<file path="src/rtl/uart_tx_arbiter_pkg.sv">
// Shared definitions for the UART transmit arbiter and its picker.
// State encoding and byte width are common to every file of the block.
package uart_tx_arbiter_pkg;

    localparam int BYTE_W = 8;

    typedef enum logic [1:0] {
        ST_IDLE = 2'd0,
        ST_SEND = 2'd1,
        ST_GAP  = 2'd2
    } arb_state_t;

endpackage

</file>
<file path="src/rtl/uart_tx_arbiter_rr_pick.sv">
// Combinational one-hot picker: first set request at or above the pointer,
// wrapping around; with round-robin disabled the pointer is treated as 0.
module uart_tx_arbiter_rr_pick #(
    parameter int NUM_REQ = 4,
    parameter int IDX_W   = (NUM_REQ > 1) ? $clog2(NUM_REQ) : 1
) (
    input  logic [NUM_REQ-1:0] i_req,
    input  logic [IDX_W-1:0]   i_ptr,
    input  logic               i_rr_mode,
    output logic               o_valid,
    output logic [IDX_W-1:0]   o_idx,
    output logic [NUM_REQ-1:0] o_onehot
);

    logic [IDX_W-1:0] w_base;
    logic [IDX_W:0]   w_sum;
    logic [IDX_W-1:0] w_cand;
    logic             w_found;

    assign w_base  = i_rr_mode ? i_ptr : '0;
    assign o_valid = |i_req;

    always_comb begin
        // NOTE: every variable gets a default before the loop so no path can infer a latch.
        o_idx    = '0;
        o_onehot = '0;
        w_found  = 1'b0;
        w_sum    = '0;
        w_cand   = '0;
        for (int k = 0; k < NUM_REQ; k++) begin
            w_sum = {1'b0, w_base} + (IDX_W+1)'(k);
            if (w_sum >= (IDX_W+1)'(NUM_REQ)) begin
                w_sum = w_sum - (IDX_W+1)'(NUM_REQ);
            end
            w_cand = w_sum[IDX_W-1:0];
            if (!w_found && i_req[w_cand]) begin
                w_found          = 1'b1;
                o_idx            = w_cand;
                o_onehot[w_cand] = 1'b1;
            end
        end
    end

endmodule

</file>
<file path="src/rtl/uart_tx_arbiter.sv">
// Shares one UART TX controller among NUM_REQ byte sources: grant, latch the
// byte, hold the controller enable until frame-done, then ack the winner.
module uart_tx_arbiter
    import uart_tx_arbiter_pkg::*;
#(
    parameter int NUM_REQ = 4,
    parameter int RR_MODE = 1
) (
    input  logic                      sysclk,
    input  logic                      rst_n,
    input  logic [NUM_REQ-1:0]        req,
    input  logic [NUM_REQ*BYTE_W-1:0] req_data,
    output logic [NUM_REQ-1:0]        ack,
    output logic [NUM_REQ-1:0]        grant,
    output logic                      busy,
    output logic                      tx_en_sig,
    output logic [BYTE_W-1:0]         tx_data,
    input  logic                      tx_done_sig
);

    localparam int IDX_W = (NUM_REQ > 1) ? $clog2(NUM_REQ) : 1;

    arb_state_t         r_state;
    logic [NUM_REQ-1:0] r_ack;
    logic [NUM_REQ-1:0] r_grant;
    logic               r_busy;
    logic               r_tx_en;
    logic [BYTE_W-1:0]  r_tx_data;
    logic [IDX_W-1:0]   r_rr_ptr;
    logic [IDX_W-1:0]   r_winner;

    logic               w_pick_valid;
    logic [IDX_W-1:0]   w_pick_idx;
    logic [NUM_REQ-1:0] w_pick_oh;
    logic [BYTE_W-1:0]  w_pick_byte;
    logic [IDX_W-1:0]   w_next_ptr;

    uart_tx_arbiter_rr_pick #(
        .NUM_REQ (NUM_REQ),
        .IDX_W   (IDX_W)
    ) u_rr_pick (
        .i_req     (req),
        .i_ptr     (r_rr_ptr),
        .i_rr_mode (RR_MODE != 0),
        .o_valid   (w_pick_valid),
        .o_idx     (w_pick_idx),
        .o_onehot  (w_pick_oh)
    );

    // One-hot mux of the winning requester's byte.
    always_comb begin
        w_pick_byte = '0;
        for (int k = 0; k < NUM_REQ; k++) begin
            if (w_pick_oh[k]) begin
                w_pick_byte = req_data[k*BYTE_W +: BYTE_W];
            end
        end
    end

    assign w_next_ptr = (r_winner == IDX_W'(NUM_REQ-1)) ? '0 : r_winner + 1'b1;

    always_ff @(posedge sysclk or negedge rst_n) begin
        // NOTE: all state here is updated with non-blocking assignments so every register samples pre-edge values.
        if (!rst_n) begin
            r_state   <= ST_IDLE;
            r_ack     <= '0;
            r_grant   <= '0;
            r_busy    <= 1'b0;
            r_tx_en   <= 1'b0;
            r_tx_data <= '0;
            r_rr_ptr  <= '0;
            r_winner  <= '0;
        end else begin
            case (r_state)
                ST_IDLE: begin
                    if (w_pick_valid) begin
                        r_grant   <= w_pick_oh;
                        r_winner  <= w_pick_idx;
                        r_tx_data <= w_pick_byte;
                        r_tx_en   <= 1'b1;
                        r_busy    <= 1'b1;
                        r_state   <= ST_SEND;
                    end
                end
                // Enable drops on the edge after done so the controller parks at start.
                ST_SEND: begin
                    if (tx_done_sig) begin
                        r_tx_en  <= 1'b0;
                        r_ack    <= r_grant;
                        r_grant  <= '0;
                        r_rr_ptr <= w_next_ptr;
                        r_state  <= ST_GAP;
                    end
                end
                ST_GAP: begin
                    r_ack   <= '0;
                    r_busy  <= 1'b0;
                    r_state <= ST_IDLE;
                end
                default: begin
                    r_state <= ST_IDLE;
                end
            endcase
        end
    end

    assign ack       = r_ack;
    assign grant     = r_grant;
    assign busy      = r_busy;
    assign tx_en_sig = r_tx_en;
    assign tx_data   = r_tx_data;

endmodule

</file>
<file path="config.mk">
export PLATFORM = sky130hd
export DESIGN_NAME = uart_tx_arbiter
export DESIGN_NICKNAME = d
export VERILOG_FILES = /design/src/rtl/uart_tx_arbiter_pkg.sv /design/src/rtl/uart_tx_arbiter_rr_pick.sv /design/src/rtl/uart_tx_arbiter.sv
export SDC_FILE = /design/constraint.sdc
export NUM_CORES = 1
export LEC_CHECK = 0
export CORE_ASPECT_RATIO = 1.2
export CORE_UTILIZATION = 43
export DETAILED_ROUTE_END_ITERATION = 10
export GPL_ROUTABILITY_DRIVEN = 0
export PLACE_DENSITY = 0.85
export SLEW_MARGIN = 10
export SYNTH_ARGS = -nofsm -noshare
export SYNTH_HDL_FRONTEND = slang
export SYNTH_SLANG_ARGS = --single-unit
export TNS_END_PERCENT = 30
</file>
<file path="constraint.sdc">
create_clock -name sysclk -period 2.87 [get_ports sysclk]
set_input_delay 0.4305 -clock sysclk [delete_from_list [all_inputs] [get_ports sysclk]]
set_output_delay 0.4305 -clock sysclk [all_outputs]
set_load 0.05 [all_outputs]
</file>
======== After elaboration in Yosys (flattened, before gate mapping) ========
Cells that the tools add are included.
storage, ports and cells
  output and inout port bits .............. 18
  bits in registers ....................... 24
cells by class
  reduce and logical (&&, ||, !) cells .... 21
  $add $sub $neg .......................... 8
  $lt $le $gt $ge ......................... 12
  mux-type cells .......................... 48
  equality and inequality tests ........... 5
  bitwise operators ....................... 3
operators with widths
  operator                                                                              number
  8-bit two-way mux                                                                     4
  4-bit two-way mux                                                                     7
  2-bit two-way mux                                                                     11
  4-bit one-hot mux with 2 select lines                                                 2
  1-bit two-way mux                                                                     13
  2-bit by 3-bit less-than comparator with 1-bit output (second input constant)         4
  4-bit bitwise OR                                                                      3
  2-bit AND reduction                                                                   5
  3-bit greater-or-equal comparator (second input constant)                             3
  1-bit binary-select mux with 2-bit select                                             4
  1-bit demux with 2-bit select                                                         4
  2-bit by 1-bit greater-or-equal comparator with 1-bit output (second input constant)  4
  2-bit by 1-bit subtractor with 2-bit output (second input constant)                   4
  1-bit logical AND                                                                     7
  2-bit by 2-bit adder with 3-bit output (second input constant)                        2
  2-bit nonzero test                                                                    3
  2-bit equality test (second input constant)                                           2
  1-bit one-hot mux with 2 select lines                                                 2
  2-bit one-hot mux with 2 select lines                                                 1
  4-bit OR reduction                                                                    1
  2-bit by 1-bit adder with 3-bit output (second input constant)                        1
  2-bit by 3-bit greater-or-equal comparator with 1-bit output (second input constant)  1
  1-bit zero test                                                                       3
  3-bit AND reduction                                                                   1
  other kinds (5)                                                                       5

======== Logic depth before layout (Yosys ltp) ========
Gate-level depths: netlist (run 1).
  depth in word-level cells ............... 18
  mapped depth ............................ 12

======== Modules after synthesis ========
A second synthesis (run 1) with hierarchy kept.
unflattened totals
  cells, all modules ...................... 186
  area total of the unflattened synthesis .. 1,707.9 um^2
modules (own cells, without submodules)
  module                   area each (um^2)  seq. area each (um^2)  cells an instance  instances
  uart_tx_arbiter          1,224.9           600.6                  121                1
  uart_tx_arbiter_rr_pick  483.0             0.0                    65                 1

======== Worst setup path after synthesis (run 1) ========
No wires, ideal clock.
  path kind ............................... reg2reg
  start point ............................. register r_rr_ptr[1]
  end point ............................... register r_tx_data[6], in the netlist tx_data[6]
  stages on the path, launching flop included .. 13
  buffers on the path ..................... 4
  clock period less this slack ............ 2.929 ns
  arrival ................................. 2.801 ns
  slack ................................... -0.059 ns
  cell sequence ........................... dfrtp_1 -> buf_2 -> inv_1 -> ha_1 -> clkbuf_1 -> mux4_2 -> buf_2 -> or3b_1 -> a21oi_1 -> a311o_1 -> buf_6 -> mux2i_1 -> o211ai_2
between the ends
  cells in the longest elaborated chain, start to end .. 18
ends and longest elaborated chain
  element                                                                                          RTL line                       RTL
  start: declaration                                                                               uart_tx_arbiter.sv:29          logic [IDX_W-1:0] r_rr_ptr;
  start signal: assignment                                                                         uart_tx_arbiter.sv:91          r_rr_ptr <= w_next_ptr;
  parallel branches: the longest is 13 deep, another holds 2-bit by 1-bit adder with 3-bit output  --
  4-bit two-way mux (*)                                                                            uart_tx_arbiter_rr_pick.sv:36  if (!w_found && i_req[w_cand]) begin
  8-bit two-way mux (3 in a row)                                                                   uart_tx_arbiter.sv:54          if (w_pick_oh[k]) begin
  8-bit two-way mux (*)                                                                            uart_tx_arbiter.sv:54
  end signal: assignment                                                                           uart_tx_arbiter.sv:79          r_tx_data <= w_pick_byte;
  end: declaration                                                                                 uart_tx_arbiter.sv:28          logic [BYTE_W-1:0] r_tx_data;
Mark *: on every way between the ends. The select of a mux whose other input is x is not followed.
A chain may end at the register's enable or synchronous reset.

======== Worst setup path in the final report (run 1) ========
  start point ............................. register r_rr_ptr[1]
  end point ............................... register r_tx_data[5], in the netlist tx_data[5]
Same word-level chain as after synthesis.

==> out/results.txt, run 1 <==
first-pass GRT wire length = 7880 um
hold depth = 2
GRT Overall Usage = 0.215
total vias in the final route = 1815
critical path arrival = 2780 ps
Post-CTS Setup Inserts = 0
Vias/cell = 5.55
synthesized net count = 252
area leader, netlist = dfrtp_1
synthesized instance count = 205
async set or reset register ratio after synthesis = 1.00
initial antenna violation count = 0
met2 routed WL = 2580 um
TritonCTS clock tree = yes
Crit Reg-Reg Endpoint = tx_data[5]
Max Fclk = 378 MHz
syn_area_per_cell = 9.17 um^2
Worst-path clk slew = 80 ps
GRT Residual Overflow = 0
Final Hold Vio Count = 0
nature of the critical path endpoint = register
clock buffer depth = 2
Max Slew Vio Count = 0
Post-DP Area = 0.00259 mm^2
Rows = 25
Post-synth top cells = 29 x nand2_1, 24 x dfrtp_1, 12 x mux2i_1, 12 x o21ai_0, 10 x o211ai_1
RSZ-0062 raised after global routing = no
Crit Path Max Fanout = 9
layout cells sized above 1 = 0.143
top sig layer = met4
nets = 321
drt wl/cell = 14.7 um
vias in the first global route = 1742
min Tclk post-route = 2650 ps
library cells used by synthesis = 43
Worst Max-Slew Pin Slew = 528 ps
Final Power = 0.00283 W
Pleak = 1.10 nW
clk sinks = 24
number of flops mapped to enable cells by yosys = 0
design area = 0.00265 mm^2
H-tree levels = 1
IO buf count = 56
dpl hpwl = 3720 um
hold crit path type = reg -> reg
Area contributors post-synth = dfrtp_1 32%, mux2i_1 6.4%, nand2_1 5.8%, ha_1 5.3%, o211ai_1 4.0%
Iter 0 DRT Violations = 67
Setup Slack @ Placement = -21.4 ps
Mapped Area = 0.00188 mm^2
status = complete, no violations
Max Cap Viol = 0
root buffer cell = clkbuf_8
CTS Hold Buffers Added = 0
router iterations before antenna repair = 4
drt drc = 0
final wirelength = 4820 um
final setup margin = 223 ps
Final ANT Viol Nets = 0
met3 WL = 134 um
# IOs = 57
Area growth syn-to-layout = 40.7%
worst r2r src = r_rr_ptr[1]
largest net degree at the start of global routing = 25
Seq/Total Area, Yosys = 0.320
CTS buffer count = 3
synthesis-stage register bit count = 24
core area = 0.00407 mm^2
CP endpoint = tx_data[5]
VDD IR max = 0.426 mV
Slew HR = 0.647
Final period util = 0.922
post-synth top area share = 0.320
most common cell in the netlist = nand2_1
Die Span X = 62.4 um
DRT met1 WL = 2010 um
hold_ws = 477 ps
final setup vio count = 0
die area = 0.00464 mm^2
Initial Util = 0.462
required time of the critical path = 3010 ps
startpoint types = register
Die Y-Extent = 74.4 um
P per Cell Area = 1070 mW/mm^2
clk_skew = 4.50 ps
clk_lat worst skew = 260 ps
Critical Path Start = r_rr_ptr[1]
antenna diode count = 0
Synth warnings = 0
Setup CP Type = reg -> reg
Post-CTS Resized = 0
R2R setup slack = 220 ps
worst reg2reg path depth = 9
main flop type after synthesis = dfrtp_1
==> flip-flops by register name (all words and copies together) (netlist names) <==
signal and flops:
ack 4, busy 1, grant 4, r_rr_ptr 2
r_state 2, r_winner 2, tx_data 8, tx_en_sig 1
==> how the worst min path moves through the flow <==
| stage | from | endpoint | slack (ps) |
|---|---|---|---|
| finish | tx_en_sig | tx_en_sig | 480 |
| global route | r_winner[1] | r_winner[1] | 530 |
| CTS | tx_en_sig | tx_en_sig | 480 |
| detailed placement | tx_en_sig | tx_en_sig | 460 |
| global placement | tx_en_sig | tx_en_sig | 460 |
| floorplan | rst_n | ack[0] | 130 |
==> where the power goes <==
group / internal (W) / switching, W
logic: 0.000873 / 0.00117
clock network: 0.000122 / 0.000102
registers: 0.000471 / 0.0000902
total: 0.00147 / 0.00137
==> critical path, stage by stage (launching register included) <==
cell,delay [ps]
dfrtp_1,360
inv_1,100
ha_2,430
mux4_2,410
or3b_1,380
a21oi_1,160
a311o_1,170
buf_4,190
mux2i_1,220
o211ai_1,100
==> per-layer routing <==
metal  vias up  GRT usage
li1        891          -
met1       866      0.260
met2        50      0.398
met3         8     0.0169
met4         0     0.0904
met5         -          0
==> logic make-up (layout without fill, tap and decap cells) <==
| logic type | count (synthesis) | in the layout | share of synthesized area |
|---|---|---|---|
| AO/OA/AOI/OAI | 62 | 62 | 0.254 |
| flip-flops | 24 | 24 | 0.320 |
| multiplexers | 18 | 18 | 0.118 |
| adder cells (fa/ha/maj) | 8 | 8 | 0.0533 |
| buffers and inverters | 21 | 89 | 0.0573 |
| AND/OR/NAND/NOR | 72 | 72 | 0.198 |
==> stage by stage <==
stage	TNS (ps)	utilization	cells
final	0	0.650	327
after floorplan	0	-	205
after global routing	0	0.650	327
after global placement	0	0.636	323
after CTS	0	0.650	327
after detailed placement	-67.4	0.636	323
==> layout make-up <==
type,count,area (um^2)
well taps,54,67.6
flip-flops and latches,24,601
repair buffers,77,718
multi-input cells,160,1170
clock buffers,4,55.1
fillers,325,1420
inverters,8,30.0
==> layout by cell type, fill, tap and decap left out, drive strengths merged <==
cell type	instances
nor3b	2
a22o	1
clkdlybuf4s50	56
clkbuf	4
nand2b	3
mux2	3
o211ai	11
nor4	3
o21ai	13
a31oi	2
and3	5
dfrtp	24
nand3	10
ha	8
a311o	1
inv	8
or3	1
o311a	1
a21o	1
o41ai	1
a21boi	1
a2bb2oi	8
o31a	1
nor2	8
and3b	2
a21oi	11
mux2i	12
nor3	5
buf	21
mux4	3
nand2	29
o21a	8
a311oi	1
a211oi	1
or3b	3
nor2b	1
No activity file was read; power rests on OpenSTA's default activity.
==> run 2: changes to the inputs <==
- RECOVER_POWER: not set -> 100
==> out/results.txt, run 2 (synthesis results as in run 1) <==
post-route insts no fill = 327
nets = 321
required time of the critical path = 3010 ps
R2R setup slack = 220 ps
Crit path depth = 7
critical path arrival = 2830 ps
VDD IR max = 0.420 mV
Post-CTS Setup Inserts = 0
Final Hold Vio Count = 0
most frequent cells in the layout = 36 x clkdlybuf4s50_1, 29 x nand2_1, 24 x dfrtp_1, 20 x dlygate4sd3_1, 17 x buf_4
Critical Path Start = req[2]
worst stage delay on the critical path = 570 ps
root buffer cell = clkbuf_8
Iter 0 DRT Violations = 77
CP endpoint = tx_data[5]
clk sinks = 24
TritonCTS clock tree = yes
drt wl/cell = 14.8 um
post-layout util = 0.646
Pleak = 1.11 nW
CTS buffer count = 3
CP delay by family, top = multiplexers
largest net degree at the start of global routing = 25
IO buf count = 56
core area = 0.00407 mm^2
total vias in the final route = 1818
Initial Util = 0.462
Clock Power Share = 0.081
Final period util = 0.937
final wirelength = 4830 um
Die Span X = 62.4 um
worst reg2reg path depth = 9
Rows = 25
Final Power = 0.00278 W
Max Slew Vio Count = 0
Crit Reg-Reg Endpoint = tx_data[5]
min Tclk post-route = 2690 ps
clock buffer depth = 2
Worst Max-Slew Pin Slew = 1240 ps
RSZ-0062 raised after global routing = no
final setup vio count = 0
final setup margin = 182 ps
P per Cell Area = 1060 mW/mm^2
most common cell after layout, fill and taps aside = clkdlybuf4s50_1
Crit Path Max Fanout = 7
switching power = 0.00136 W
Comb power frac = 0.719
Max Fclk = 372 MHz
initial antenna violation count = 0
area of the multi-input gates = 0.00117 mm^2
clk_skew = 3.85 ps
critical path cell sequence = clkdlybuf4s50_1 -> mux4_2 -> nor3_1 -> a311o_1 -> buf_4 -> mux2i_1 -> o211ai_1
Max Cap Viol = 0
CP max-delay cell = mux4_2
startpoint types = primary input
drt drc = 0
router iterations before antenna repair = 4
nature of the critical path endpoint = register
GRT Residual Overflow = 0
CP Buf/Inv Count = 2
first-pass GRT wire length = 7880 um
max FFs per register = 8
clk_lat worst skew = 260 ps
register area = 601 um^2
GRT Overall Usage = 0.215
dpl hpwl = 3720 um
worst r2r src = r_rr_ptr[1]
H-tree levels = 1
layout filler cell count = 329
Slew HR = 0.174
status = complete, no violations
Area growth syn-to-layout = 39.7%
sw frac = 0.488
# IOs = 57
placed cells = 323
Setup Slack @ Placement = -21.4 ps
die area = 0.00464 mm^2
Final ANT Viol Nets = 0
sequential share of power = 0.200
Int Pwr = 0.00142 W
Worst-path clk slew = 80 ps
Vias/cell = 5.56
layout cells sized above 1 = 0.125
antenna diode count = 0
Setup CP Type = in -> reg
vias in the first global route = 1742
hold crit path type = reg -> reg
Die Y-Extent = 74.4 um
[run 2: what timing repair did]
| item | 4_1_cts | 5_1_grt |
|---|---|---|
| hold buffers | 0 | 0 |
| gates resized for setup | 0 | 1 |
| endpoints found under the setup margin | 0 | 2 |
[run 2: how the worst min path moves through the flow]
stage,start,to,slack (ps),depth (start not counted)
after floorplan,rst_n,ack[0],130,0
after global placement,tx_en_sig,tx_en_sig,460,2
after detailed placement,tx_en_sig,tx_en_sig,460,2
after CTS,tx_en_sig,tx_en_sig,480,2
after global routing,tx_en_sig,tx_en_sig,530,2
final,tx_en_sig,tx_en_sig,470,2
[run 2: worst register-to-register path: stages (launching register included)]
cell and delay (ps):
dfrtp_1 360, inv_1 100, ha_2 430, mux4_2 410, or3b_1 380, a21oi_1 160, a311o_1 170, buf_4 190
mux2i_1 220, o211ai_1 100
[run 2: area by class of cell]
type,instances,area share
multi-input cells,160,0.445
inverters,8,0.0114
flip-flops and latches,24,0.229
repair buffers,77,0.268
clock buffers,4,0.0210
well taps,54,0.0257
[run 2: per-layer routing]
layer / GRT usage / vias up / part of all wire
met3: 0.0169 / 8 / 0.023
met1: 0.260 / 873 / 0.42
met2: 0.398 / 41 / 0.54
met4: 0.0904 / 0 / 0.019
li1: - / 896 / -
met5: 0 / - / 0
[run 2: power groups by stage]
stage	sequential, W	clock [W]	combinational (W)
2_1_floorplan	0.000905	0	0.00111
3_3_place_gp	0.000564	0	0.00199
3_5_place_dp	0.000566	0	0.00203
4_1_cts	0.000561	0.000226	0.00204
5_1_grt	0.000580	0.000248	0.00215
6_report	0.000556	0.000224	0.00200
[run 2: stage by stage]
step	instance area [um^2]	TNS, ps	hold WS [ps]
5_1_grt	2630	0	533
3_3_place_gp	2590	0	460
4_1_cts	2640	0	484
2_1_floorplan	1880	0	135
6_report	2630	0	471
3_5_place_dp	2590	-67.4	463
